==> src/rtl/addsub_pipe.sv <==
// Pipelined WIDTH-bit add/subtract core: the carry chain is cut into STAGES chunks, one per stage.
// Optional signed saturation is built when ADDSUB_PIPE_SAT_EN is defined (adds the sat input).
module addsub_pipe #(
  parameter int unsigned WIDTH  = 64,
  parameter int unsigned STAGES = 4
) (
  input  logic             clk,
  input  logic             rst_n,
  input  logic             in_valid,
  output logic             in_ready,
  input  logic [WIDTH-1:0] op1,
  input  logic [WIDTH-1:0] op2,
  input  logic             sub,
  input  logic             carry_in,
`ifdef ADDSUB_PIPE_SAT_EN
  input  logic             sat,
`endif
  output logic             out_valid,
  input  logic             out_ready,
  output logic [WIDTH-1:0] result,
  output logic             carry_out,
  output logic             overflow
);

  localparam int unsigned CW   = WIDTH / STAGES;
  localparam int unsigned Last = STAGES - 1;
`ifdef ADDSUB_PIPE_SAT_EN
  localparam logic [WIDTH-1:0] SMax = {1'b0, {(WIDTH-1){1'b1}}};
  localparam logic [WIDTH-1:0] SMin = {1'b1, {(WIDTH-1){1'b0}}};
`endif

  if (STAGES < 1 || STAGES > WIDTH) begin : g_bad_stages
    $error("addsub_pipe: STAGES must be in 1..WIDTH");
  end
  if (WIDTH % STAGES != 0) begin : g_bad_width
    $error("addsub_pipe: WIDTH must be a multiple of STAGES");
  end

  // Per-stage registers; a/b carry the not-yet-added upper chunks, r the finished lower chunks.
  logic [STAGES-1:0] v_q, v_d;
  logic [STAGES-1:0] c_q, c_d;
  logic [WIDTH-1:0]  a_q [STAGES];
  logic [WIDTH-1:0]  a_d [STAGES];
  logic [WIDTH-1:0]  b_q [STAGES];
  logic [WIDTH-1:0]  b_d [STAGES];
  logic [WIDTH-1:0]  r_q [STAGES];
  logic [WIDTH-1:0]  r_d [STAGES];
  logic              ovf_q, ovf_d;
`ifdef ADDSUB_PIPE_SAT_EN
  logic [STAGES-1:0] s_q, s_d, si;
`endif

  // Stage-input views: what each stage would capture on advance.
  logic [STAGES-1:0] vi, ci;
  logic [WIDTH-1:0]  ai [STAGES];
  logic [WIDTH-1:0]  bi [STAGES];
  logic [WIDTH-1:0]  ri [STAGES];

  logic [STAGES:0]   adv;

  // A stage may advance if it is empty or the stage after it advances; collapses bubbles.
  always_comb begin : p_adv
    adv         = '0;
    adv[STAGES] = out_ready;
    for (int k = int'(STAGES) - 1; k >= 0; k--) begin
      adv[k] = ~v_q[k] | adv[k+1];
    end
  end

  assign in_ready = adv[0];

  always_comb begin : p_stage_in
    vi = '0;
    ci = '0;
    ai = '{default: '0};
    bi = '{default: '0};
    ri = '{default: '0};
`ifdef ADDSUB_PIPE_SAT_EN
    si    = '0;
    si[0] = sat;
`endif
    vi[0] = in_valid;
    ci[0] = carry_in;
    ai[0] = op1;
    bi[0] = sub ? ~op2 : op2;
    ri[0] = '0;
    for (int k = 1; k < int'(STAGES); k++) begin
      vi[k] = v_q[k-1];
      ci[k] = c_q[k-1];
      ai[k] = a_q[k-1];
      bi[k] = b_q[k-1];
      ri[k] = r_q[k-1];
`ifdef ADDSUB_PIPE_SAT_EN
      si[k] = s_q[k-1];
`endif
    end
  end

  always_comb begin : p_stage_next
    logic [CW:0] sum;
    sum   = '0;
    v_d   = v_q;
    c_d   = c_q;
    a_d   = a_q;
    b_d   = b_q;
    r_d   = r_q;
    ovf_d = ovf_q;
`ifdef ADDSUB_PIPE_SAT_EN
    s_d   = s_q;
`endif
    for (int k = 0; k < int'(STAGES); k++) begin
      sum = {1'b0, ai[k][k*CW +: CW]} + {1'b0, bi[k][k*CW +: CW]} + {{CW{1'b0}}, ci[k]};
      if (adv[k]) begin
        v_d[k] = vi[k];
        // Payload only moves with a real beat so idle outputs keep their last value.
        if (vi[k]) begin
          a_d[k]              = ai[k];
          b_d[k]              = bi[k];
          r_d[k]              = ri[k];
          r_d[k][k*CW +: CW]  = sum[CW-1:0];
          c_d[k]              = sum[CW];
`ifdef ADDSUB_PIPE_SAT_EN
          s_d[k]              = si[k];
`endif
        end
      end
    end
    if (adv[Last] && vi[Last]) begin
      ovf_d = (ai[Last][WIDTH-1] == bi[Last][WIDTH-1]) &&
              (r_d[Last][WIDTH-1] != ai[Last][WIDTH-1]);
`ifdef ADDSUB_PIPE_SAT_EN
      if (si[Last] && ovf_d) begin
        r_d[Last] = ai[Last][WIDTH-1] ? SMin : SMax;
      end
`endif
    end
  end

  always_ff @(posedge clk or negedge rst_n) begin
    if (!rst_n) begin
      v_q   <= '0;
      c_q   <= '0;
      a_q   <= '{default: '0};
      b_q   <= '{default: '0};
      r_q   <= '{default: '0};
      ovf_q <= 1'b0;
`ifdef ADDSUB_PIPE_SAT_EN
      s_q   <= '0;
`endif
    end else begin
      v_q   <= v_d;
      c_q   <= c_d;
      a_q   <= a_d;
      b_q   <= b_d;
      r_q   <= r_d;
      ovf_q <= ovf_d;
`ifdef ADDSUB_PIPE_SAT_EN
      s_q   <= s_d;
`endif
    end
  end

  assign out_valid = v_q[Last];
  assign result    = r_q[Last];
  assign carry_out = c_q[Last];
  assign overflow  = ovf_q;

endmodule

==> config.mk <==
export PLATFORM = sky130hd
export DESIGN_NAME = addsub_pipe
export DESIGN_NICKNAME = d
export VERILOG_FILES = /design/src/rtl/addsub_pipe.sv
export SDC_FILE = /design/constraint.sdc
export NUM_CORES = 1
export LEC_CHECK = 0
export ABC_AREA = 0
export ABC_CLOCK_PERIOD_IN_PS = 2800
export BUFFER_PORTS_ARGS = -buffer_cell sky130_fd_sc_hd__buf_2
export CAP_MARGIN = 20
export CORE_ASPECT_RATIO = 0.9
export CORE_MARGIN = 4
export CORE_UTILIZATION = 30
export DETAILED_ROUTE_END_ITERATION = 10
export SLEW_MARGIN = 10
export SYNTH_ARGS = -nofsm -noshare
export SYNTH_HDL_FRONTEND = slang
export SYNTH_SLANG_ARGS = --single-unit
==> constraint.sdc <==
create_clock -name clk -period 2.8 [get_ports clk]
set_clock_uncertainty 0.15 [all_clocks]
set_input_delay 0.28 -clock clk [delete_from_list [all_inputs] [get_ports clk]]
set_output_delay 0.28 -clock clk [all_outputs]
set_load 0.02 [all_outputs]
# Word-level counts from Yosys, hierarchy flattened
# Index checks and enable logic that the tools add are counted.
# Widths: inputs -> output; s select.
[classes]
muxes = 3
eq_ne = 2
bitwise = 9
reduce_logical = 6
addsub = 8
[ops]
columns = ["operator", "count"]
rows = [
  ["$mux 64", 3],
  ["$add 16x16->17", 4],
  ["$add 17x1->17", 4],
  ["$not 64->64", 1],
  ["$reduce_and 2->1", 4],
  ["$not 1->1", 4],
  ["$or 1x1->1", 4],
  ["$logic_and 1x1->1", 2],
  ["$eq 1x1->1", 1],
  ["$ne 1x1->1", 1],
]
[totals]
regBits = 553
out_inout_bits = 68

# Longest topological paths before layout
[depth]
word_depth = 6
depth_mapped = 13
depth_no_buf = 11

# Worst setup path after synthesis
# No wires, ideal clock.
[synth_timing]
kind = "input port to flip-flop"
from = "input port sub"
to = "register c_q[0]"
required_ns = 2.516
setup_ns = 0.134
path_buffers = 2
slack_ns = -0.684
path_stages = 13
t_arrival_ns = 3.199
path_cell_list = "clkbuf_1 -> clkbuf_1 -> xnor2_1 -> fa_1 -> inv_1 -> fa_1 -> a21o_1 -> a311oi_1 -> nor3_1 -> nor3_2 -> a21oi_1 -> a2111oi_0 -> nor3_1"
[synth_via]
elab_chain_len = 3
[synth_rtl]
columns = ["item", "line", "source"]
rows = [
  ["start: declaration", "13", "input logic sub,"],
  ["$mux 64", "85", "bi[0] = sub ? ~op2 : op2;"],
  ["$add 16x16->17", "112", "sum = {1'b0, ai[k][k*CW +: CW]} + {1'b0, bi[k][k*CW +: CW]} + {{CW{1'b0}}, ci[k]};"],
  ["$add 17x1->17", "112", ""],
  ["end signal: assignment", "142", "c_q <= '0;"],
  ["end signal: assignment", "152", "c_q <= c_d;"],
  ["end: declaration", "41", "logic [STAGES-1:0] c_q, c_d;"],
]
# Every way passes these cells.
# A chain may end at the register's enable or synchronous reset.

# Worst setup path in the final report
[layout_timing]
from = "register c_q[2]"
to = "register c_q[3]"
[layout_via]
elab_chain_len = 1
[layout_rtl]
columns = ["item", "line"]
rows = [
  ["$add 17x1->17", "112"],
]
# Every way passes these cells.

==> impl_metrics.json <==
{
  "run_status": "completed",
  "arrival_ps": 3080,
  "rr_worst_depth": 10,
  "yosys_warnings": 0,
  "worst_setup_path_start_kind": "flop",
  "area.growth.synth_to_final_pct": 24.8,
  "grt_pass1_vias": 13100,
  "wire_per_inst_microns": 16.2,
  "max_stage_delay_ps": 410,
  "drt_first_pass_iters": 5,
  "hold-path-endpoint": "c_q[0]$_DFFE_PN0P_",
  "place_hpwl_microns": 30900,
  "p_leak_nw": 10.2,
  "fmax_ghz": 0.358,
  "clockBufferDepth": 3,
  "initial_core_util_pct": 30.6,
  "synth_most_common_cell": "nand2_1",
  "antenna_found_initial": 9,
  "finalNetCount": 2121,
  "drtIter0Drc": 613,
  "yosysTopAreaCell": "dfrtp_1",
  "ys_seq_elements": 361,
  "worst_slack_ps": 8.97,
  "power.share.clock_pct": 27.7,
  "synth_area_sq_mm": 0.0172,
  "holdWs_ps": 63.4,
  "min_path_type": "input pin to flop",
  "dp_slack_ps": -136,
  "final_hold_viol_count": 0,
  "gp_congestion": 0.878,
  "min_from": "op1[15]",
  "place_area_sq_mm": 0.0189,
  "crit_path_max_fanout": 3,
  "swShare_pct": 34.5,
  "cts_root_buf": "clkbuf_16",
  "endpoint_kind": "flop",
  "maxCapViolations": 0,
  "final_area_sq_mm": 0.0214,
  "slew_viol_final": 0,
  "vias": 12500,
  "ant_nets": 0,
  "cts_buffers": 41,
  "setup_tns_ps": 0,
  "grt_max_degree": 62,
  "grt_pass1_wl_microns": 71200,
  "yosys-top-cells-area": "dfrtp_1, nand2_1, mux2_2",
  "worstSkewPairLatency_ps": 550,
  "syn_inst": 1659,
  "port_buffers": 201,
  "overflow": 0,
  "slew_headroom_pct": 57.8,
  "p_comb_share_pct": 32.2,
  "whs_path_depth": 4,
  "synth_nets": 1861,
  "avgSynthCellArea_sq_um": 10.3,
  "synth_common_cells": "nand2_1, dfrtp_1, mux2_2",
  "power_w": 0.0198,
  "core-area_sq_mm": 0.0561,
  "setup-violations-final": 0,
  "slowest_stage": "dfrtp_1",
  "die_w_microns": 260,
  "rows": 82,
  "clock-sinks": 361,
  "irDropWorstVdd_mv": 0.510,
  "viasPerCell": 4.62,
  "path_common_cell": "fa_2",
  "worstSetupPathType": "flop to flop",
  "wl_microns": 44000,
  "p_int_w": 0.0130,
  "drc_errors": 0,
  "pwr_density_cell_mw_per_mm2": 926,
  "grt_util_all_layers_pct": 14.4,
  "synth_cell_types": 63,
  "layout-drive-gt1-share_pct": 25.3,
  "io_pins": 202,
  "path_cells": "fa_2, inv_2, fa_2, nor2b_4, o31a_1, o41ai_2, o21a_2, a211oi_2, o21a_1, o41a_1",
  "reg2reg_from": "c_q[2]$_DFFE_PN0P_",
  "seq_area_frac_synth_pct": 52.6,
  "async_flop_share_pct": 100,
  "r2r_slack_ps": 9,
  "cts_tree": "yes",
  "fillers": 5517,
  "die_h_microns": 235,
  "p_switching_w": 0.00684,
  "ys.flop_type": "dfrtp_1",
  "worst_pin_slew_ps": 633,
  "reg2reg_to": "c_q[3]$_DFFE_PN0P_",
  "cts-htree-levels": 2,
  "path_clk_slew_ps": 60,
  "synth_top_area_share_pct": 52.6,
  "fin_crit_sh_pct": 99.7,
  "synth-edff-count": 0,
  "critPathRequiredTime_ps": 3090,
  "seq_power_share_pct": 40.1,
  "rsz0062_at_grt": "true",
  "die_area_sq_mm": 0.0611,
  "min_period_ps": 2790
}
## what timing repair did
item / in CTS / in global routing
hold buffers: 99 / 0
pin swaps: 1 / 5
setup buffers: 0 / 4
resized for setup: 3 / 15
endpoints found under the hold margin: 353 / 0
setup endpoints to repair: 4 / 14
## critical path, delay by kind of cell, from the launching register on
family / cells / cell delay, ps
adder cells (fa/ha/maj): 2 / 650
AO/OA/AOI/OAI: 6 / 1350
buffers and inverters: 1 / 70
flip-flops: 1 / 410
AND/OR/NAND/NOR: 1 / 50
## worst max-delay path by stage
stage / to / slack (ps) / cells after the start / startpoint
floorplan: c_q[0]$_DFFE_PN0P_ / -80 / 13 / sub
global placement: c_q[0]$_DFFE_PN0P_ / -40 / 12 / sub
detailed placement: r_q[200]$_DFFE_PN0P_ / -140 / 13 / sub
CTS: c_q[3]$_DFFE_PN0P_ / -20 / 10 / c_q[2]$_DFFE_PN0P_
global route: c_q[3]$_DFFE_PN0P_ / -80 / 10 / c_q[2]$_DFFE_PN0P_
finish: c_q[3]$_DFFE_PN0P_ / 9 / 10 / c_q[2]$_DFFE_PN0P_
## area by class of cell
cell class                      instances  area, sq um  share of cell area (%)
Timing Repair Buffer                  354         2550                    11.9
Antenna cell                            4         10.0                  0.0467
Clock buffer                           54         1180                    5.50
Sequential cell                       361         9030                    42.2
Multi-Input combinational cell       1139         7410                    34.6
Clock inverter                         20          201                   0.941
Inverter                               22         82.6                   0.386
Tap cell                              756          946                    4.42
## cells in the final DEF, fill, tap and decap left out, types with 5 or more instances in the layout
cell and instances:
o21ai_1 5, o21ai_0 113, a211oi_1 10, clkbuf_1 5
dfrtp_1 361, nand2_1 462, ha_1 60, buf_2 199
a21o_1 16, o31ai_1 14, o21bai_1 5, nor3b_1 6
mux2_2 130, nor3_1 16, a21oi_1 29, o211ai_1 6
inv_1 20, nor2b_1 5, clkinvlp_4 6, o21a_1 14
clkbuf_8 6, a31oi_1 6, clkinv_2 8, clkbuf_16 43
nand2b_1 14, xor2_1 35, fa_2 7, and2_1 5
dlygate4sd3_1 99, nor2_1 34, nand3_1 13, buf_12 11
buf_4 44, xnor2_1 59
## power by group through the flow
stage	combinational (W)	sequential [W]	clock, W
5_1_grt	0.00715	0.00818	0.00589
6_report	0.00639	0.00796	0.00549
3_3_place_gp	0.00607	0.00801	0
3_5_place_dp	0.00622	0.00806	0
4_1_cts	0.00637	0.00798	0.00567
2_1_floorplan	0.00499	0.00765	0
## cells by family after synthesis
| group | synth area share [%] |
|---|---|
| AOI/OAI and AO/OA | 9.37 |
| and+or+nand+nor | 14.2 |
| xor gates and xnor gates | 4.85 |
| adders and majority gates | 5.31 |
| buffers and inverters | 4.97 |
| muxes | 8.71 |
| DFF | 52.6 |
## stage by stage
step | utilization [%] | std cells
after floorplan | - | 1659
after global placement | 33.7 | 2529
after detailed placement | 33.7 | 2529
after CTS | 38.0 | 2702
after global routing | 38.1 | 2709
final | 38.2 | 2710
## metal layers
layer	vias up	wire length, microns	track usage [%]	share of wire (%)
li1	6059	-	-	-
met2	233	19600	22.4	45
met5	-	49	0	0.11
met3	76	2010	3.04	4.6
met4	8	996	4.16	2.3
met1	6157	21300	20.2	48
## registers in the layout, indices dropped and copies added, names as in the netlist
register  flops
a_q          96
b_q          96
r_q          96
result       64
c_q           4
v_q           4
overflow      1
No activity file was read; power rests on OpenSTA's default activity.
